File: src/rtl/query_stream_dispatcher.sv
// Parses the 128-bit query stream into headers and sequence blocks and hands
// each whole query to one of NUM_ENGINES engines in strict round-robin order.
`timescale 1ns/1ps
module query_stream_dispatcher #(
  parameter int unsigned NUM_PES     = 64,
  parameter int unsigned NUM_ENGINES = 4
) (
  input  logic                   clk,
  input  logic                   rst,
  input  logic                   in_valid,
  input  logic [127:0]           in_data,
  output logic                   in_rdy,
  output logic [27:0]            ref_length_out,
  output logic [27:0]            ref_addr_out,
  output logic [15:0]            num_query_blocks_out,
  output logic [15:0]            query_id_out,
  output logic [31:0]            cell_score_threshold_out,
  output logic [NUM_ENGINES-1:0] query_info_valid_out,
  input  logic [NUM_ENGINES-1:0] query_info_rdy_in,
  output logic [NUM_PES*2-1:0]   query_seq_block_out,
  output logic [NUM_ENGINES-1:0] query_seq_block_valid_out,
  input  logic [NUM_ENGINES-1:0] query_seq_block_rdy_in,
  output logic [3:0]             engine_sel_out,
  output logic [31:0]            queries_dispatched_out,
  output logic                   busy_out
);

  localparam logic [3:0] LAST_ENGINE = 4'(NUM_ENGINES - 1);

  typedef enum logic [2:0] {
    S_IDLE   = 3'b001,
    S_INFO   = 3'b010,
    S_BLOCKS = 3'b100
  } state_t;

  state_t r_state;
  state_t w_state_nxt;

  logic [3:0]  r_ptr;
  logic [3:0]  w_ptr_nxt;
  logic [3:0]  w_ptr_adv;
  logic [15:0] r_blk_remaining;
  logic [15:0] w_blk_nxt;
  logic [31:0] r_dispatched;
  logic [31:0] w_dispatched_nxt;
  logic        w_hdr_load;

  logic [27:0] r_ref_length;
  logic [27:0] r_ref_addr;
  logic [15:0] r_num_blocks;
  logic [15:0] r_query_id;
  logic [31:0] r_threshold;

  logic [NUM_ENGINES-1:0] w_sel_onehot;
  logic                   w_sel_info_rdy;
  logic                   w_sel_blk_rdy;
  logic                   w_unused;

  always_comb begin
    w_sel_onehot = '0;
    for (int unsigned e = 0; e < NUM_ENGINES; e++) begin
      w_sel_onehot[e] = (r_ptr == 4'(e));
    end
  end

  // Handshakes of engines other than the selected one are masked out here.
  assign w_sel_info_rdy = |(w_sel_onehot & query_info_rdy_in);
  assign w_sel_blk_rdy  = |(w_sel_onehot & query_seq_block_rdy_in);
  assign w_ptr_adv      = (r_ptr == LAST_ENGINE) ? 4'd0 : r_ptr + 4'd1;

  always_comb begin
    w_state_nxt               = r_state;
    w_ptr_nxt                 = r_ptr;
    w_blk_nxt                 = r_blk_remaining;
    w_dispatched_nxt          = r_dispatched;
    w_hdr_load                = 1'b0;
    in_rdy                    = 1'b0;
    query_info_valid_out      = '0;
    query_seq_block_valid_out = '0;
    case (r_state)
      S_IDLE: begin
        in_rdy = 1'b1;
        if (in_valid) begin
          w_hdr_load  = 1'b1;
          w_blk_nxt   = in_data[79:64];
          w_state_nxt = S_INFO;
        end
      end
      S_INFO: begin
        query_info_valid_out = w_sel_onehot;
        if (w_sel_info_rdy) begin
          w_dispatched_nxt = r_dispatched + 32'd1;
          if (r_blk_remaining == 16'd0) begin
            w_ptr_nxt   = w_ptr_adv;
            w_state_nxt = S_IDLE;
          end else begin
            w_state_nxt = S_BLOCKS;
          end
        end
      end
      S_BLOCKS: begin
        query_seq_block_valid_out = w_sel_onehot & {NUM_ENGINES{in_valid}};
        in_rdy                    = w_sel_blk_rdy;
        if (in_valid && w_sel_blk_rdy) begin
          w_blk_nxt = r_blk_remaining - 16'd1;
          if (r_blk_remaining == 16'd1) begin
            w_ptr_nxt   = w_ptr_adv;
            w_state_nxt = S_IDLE;
          end
        end
      end
      default: w_state_nxt = S_IDLE;
    endcase
  end

  always_ff @(posedge clk or posedge rst) begin
    if (rst) begin
      r_state         <= S_IDLE;
      r_ptr           <= '0;
      r_blk_remaining <= '0;
      r_dispatched    <= '0;
    end else begin
      r_state         <= w_state_nxt;
      r_ptr           <= w_ptr_nxt;
      r_blk_remaining <= w_blk_nxt;
      r_dispatched    <= w_dispatched_nxt;
    end
  end

  // Header fields stay stable until the next header so engines can sample late.
  always_ff @(posedge clk or posedge rst) begin
    if (rst) begin
      r_ref_length <= '0;
      r_ref_addr   <= '0;
      r_num_blocks <= '0;
      r_query_id   <= '0;
      r_threshold  <= '0;
    end else if (w_hdr_load) begin
      r_ref_length <= in_data[27:0];
      r_ref_addr   <= in_data[59:32];
      r_num_blocks <= in_data[79:64];
      r_query_id   <= in_data[95:80];
      r_threshold  <= in_data[127:96];
    end
  end

  assign ref_length_out           = r_ref_length;
  assign ref_addr_out             = r_ref_addr;
  assign num_query_blocks_out     = r_num_blocks;
  assign query_id_out             = r_query_id;
  assign cell_score_threshold_out = r_threshold;
  assign query_seq_block_out      = in_data[NUM_PES*2-1:0];
  assign engine_sel_out           = r_ptr;
  assign queries_dispatched_out   = r_dispatched;
  assign busy_out                 = (r_state != S_IDLE);

  // Header reserved nibbles and, for narrow engines, high block bits are dropped.
  assign w_unused = ^in_data;

endmodule

File: config.mk
export PLATFORM = sky130hd
export DESIGN_NAME = query_stream_dispatcher
export DESIGN_NICKNAME = d
export VERILOG_FILES = /design/src/rtl/query_stream_dispatcher.sv
export SDC_FILE = /design/constraint.sdc
export NUM_CORES = 1
export LEC_CHECK = 0
export BUFFER_PORTS_ARGS = -buffer_cell sky130_fd_sc_hd__buf_4
export CAP_MARGIN = 0
export CELL_PAD_IN_SITES_DETAIL_PLACEMENT = 1
export CELL_PAD_IN_SITES_GLOBAL_PLACEMENT = 2
export CORE_ASPECT_RATIO = 0.6
export CORE_UTILIZATION = 23
export CTS_CLUSTER_DIAMETER = 30
export DETAILED_ROUTE_END_ITERATION = 16
export GPL_ROUTABILITY_DRIVEN = 1
export PLACE_DENSITY = 0.89
export SLEW_MARGIN = 20
export SYNTH_ARGS = -nofsm -noshare
export SYNTH_HDL_FRONTEND = slang
export SYNTH_SLANG_ARGS = --single-unit
File: constraint.sdc
create_clock -name clk -period 6.8 [get_ports clk]
set_input_delay 1.7 -clock clk [delete_from_list [all_inputs] [get_ports clk]]
set_output_delay 1.7 -clock clk [all_outputs]
set_load 0.005 [all_outputs]
==> flow_summary.toml <==
[outcome]
status = "complete, no violations"

[synthesis]
netlist_area_mm2 = 0.00840
synth.avg_cell_area_um2 = 8.94
synth_top_area_cell = "dfrtp_1"
synthesis.nets = 1085
synth-edff-count = 0
yosys_register_bits = 175
ys_dominant_reg_cell = "dfrtp_1"
postSynthCellCount = 939
synthDistinctLibCells = 50
ys_warn_count = 0
synthArstFlopShare = 1.00
synth_area_leaders = "dfrtp_1 (52%), nand2_1 (17%), buf_4 (11%), xnor2_1 (2.8%), clkbuf_1 (1.3%)"
ys_seq_area_frac = 0.522
yosysTopAreaCellShare = 0.518

[setup_path]
required_ns = 5.10
critPathKind = "input pin to output pin"
arrival_ns = 2.51
cp-end-kind = "output pin"
start_kind = "input pin"
crit_fanout = 3

[clock_tree]
post_cts_buffers = 0
clockRootBuffer = "clkbuf_16"
cts_buffers = 17
clock_latency_ns = 0.44
cts_tree = "yes"
clk_pin_slew_ns = 0.07
clockBufferDepth = 2
cts_resized = 0
cts_hold_buf = 0
htreeDepth = 4
clkSinkCount = 175

[global_route]
grt-ovfl-total = 0
grt_pass1_wl_um = 42300
antenna_found_initial = 0
grt_start_max_net_pins = 95
grt_util_all_layers = 0.146
grt_pass1_vias = 7347

[timing]
finalMaxSlewViolations = 0
worst_slew_pin_slew_ns = 0.821
fin_setup_tns_ns = 0
fin_crit_sh = 0.620
finalSetupViolCount = 0
relSlewSlack = 0.447
worst_slack_ns = 2.59
rsz0062_at_grt = "no"
max_freq_mhz = 237
skew_ns = 0.0132
period_minus_slack_ns = 4.21
hold_ws_ns = 0.431
hold_viol_final = 0

[floorplan]
io_pins = 433
fp.dieArea_mm2 = 0.0373
dieHeight_um = 150
placementRows = 53
coreArea_mm2 = 0.0355
die_w_um = 249
start_util = 0.237

[place]
place_area_mm2 = 0.0111
gp_congestion = 0.777
post-dp-hpwl_um = 20900
portBuffers = 416
place_ws_ns = 2.59

[pwr]
irDropWorstVdd_mv = 0.162
p_leak_nw = 6.18
power_density_mw_per_mm2 = 373

[routing]
totalWireLength_um = 27600
drt-initial-drc-count = 284
drt-pass1-iter-count = 4
ant_nets = 0
drc_errors = 0
vias_per_cell = 4.24
post_drt_wl_per_cell_um = 16.3
vias = 7191

[layout]
antennaDiodeCount = 0
drive_gt1_frac = 0.385
design_area_mm2 = 0.0117
final_cell_mix = "buf_4 (421), nand2_1 (389), dfrtp_1 (174)"
fin_nets = 1362
final_common_cell = "buf_4"
areaGrowthSynthToFinish_pct = 39.2

[min_path]
hold_class = "register to register"

[flow_run]
drv_cap = 0
==> area by class of cell <==
type | count | area (um2)
fill | 4120 | 23800
sequential | 175 | 4380
timing repair buffer | 422 | 3180
multi-input combinational | 592 | 2900
tap | 467 | 584
clock buffer | 18 | 429
clock inverter | 14 | 176
inverter | 8 | 37.5
==> cells by family after synthesis <==
group | after synthesis | synth area share
mux | 4 | 0.00521
fa+ha+maj | 7 | 0.0104
flops | 175 | 0.522
compound gates | 61 | 0.0477
xor+xnor | 31 | 0.0323
buf+inv | 172 | 0.134
simple gates | 489 | 0.249
==> synth_stat cells, types with 2 or more instances <==
cell,number
a211oi_1,2
a21o_1,2
a21oi_1,17
a22o_1,3
a22oi_1,4
a31oi_1,2
and2_1,6
and3_1,14
and4_1,6
buf_1,5
buf_4,128
clkbuf_1,30
dfrtp_1,174
ha_1,7
inv_1,8
mux2_2,3
nand2_1,389
nand2b_1,3
nand3_1,17
nand4_1,6
nor2_1,16
nor3_1,7
nor3b_1,2
nor4_1,5
nor4_4,2
o211ai_1,4
o21ai_0,14
o22ai_1,2
o2bb2ai_1,3
o31ai_1,2
or2_2,7
or3_1,2
xnor2_1,27
xor2_1,4
==> path summary, 6_finish.rpt <==
path / from / slack (ns) / cells past startpoint / end
min in group asynchronous: rst / 1.33 / 2 / ref_length_out[12]
min: engine_sel_out[3] / 0.43 / 0 / engine_sel_out[3]
max: query_seq_block_rdy_in[3] / 2.59 / 5 / in_rdy
max in group asynchronous: rst / 4.16 / 3 / ref_addr_out[6]
min reg2reg: engine_sel_out[3] / 0.43 / 0 / engine_sel_out[3]
max reg2reg: engine_sel_out[0] / 4.02 / 7 / r_blk_remaining[1]
==> registers in the layout (all words and copies together) (netlist names) <==
signal / flops
r_blk_remaining: 16
r_state: 3
engine_sel_out: 4
ref_length_out: 28
num_query_blocks_out: 16
query_id_out: 16
queries_dispatched_out: 32
cell_score_threshold_out: 32
ref_addr_out: 28
==> worst max-delay path, stage by stage <==
cell and delay, ns:
buf_4 0.11, a22o_1 0.25, o21ai_0 0.20, o21ai_0 0.11, buf_4 0.15
==> through the flow <==
stage,total power [mW],utilization,cells
CTS,4.46,0.329,1696
finish,4.36,0.329,1696
floorplan,2.44,-,939
global placement,3.32,0.312,1664
global route,4.70,0.329,1696
detailed placement,3.39,0.312,1664
==> report_power, final <==
part / switching [mW] / total [mW] / internal (mW)
combinational: 0.830 / 1.61 / 0.783
sequential: 0.262 / 1.71 / 1.45
clock: 0.454 / 1.04 / 0.585
total: 1.55 / 4.36 / 2.82
==> metal layers <==
layer  GRT usage  up-vias  wire length, um  share of wire
met5           0        -                0              0
met4      0.0394        0              322          0.012
met3      0.0348       15             1220          0.044
met2       0.236      174            13200           0.48
met1       0.196     3577            12800           0.46
li1            -     3425                -              -
Note: power is estimated with default switching activity, not from simulation.
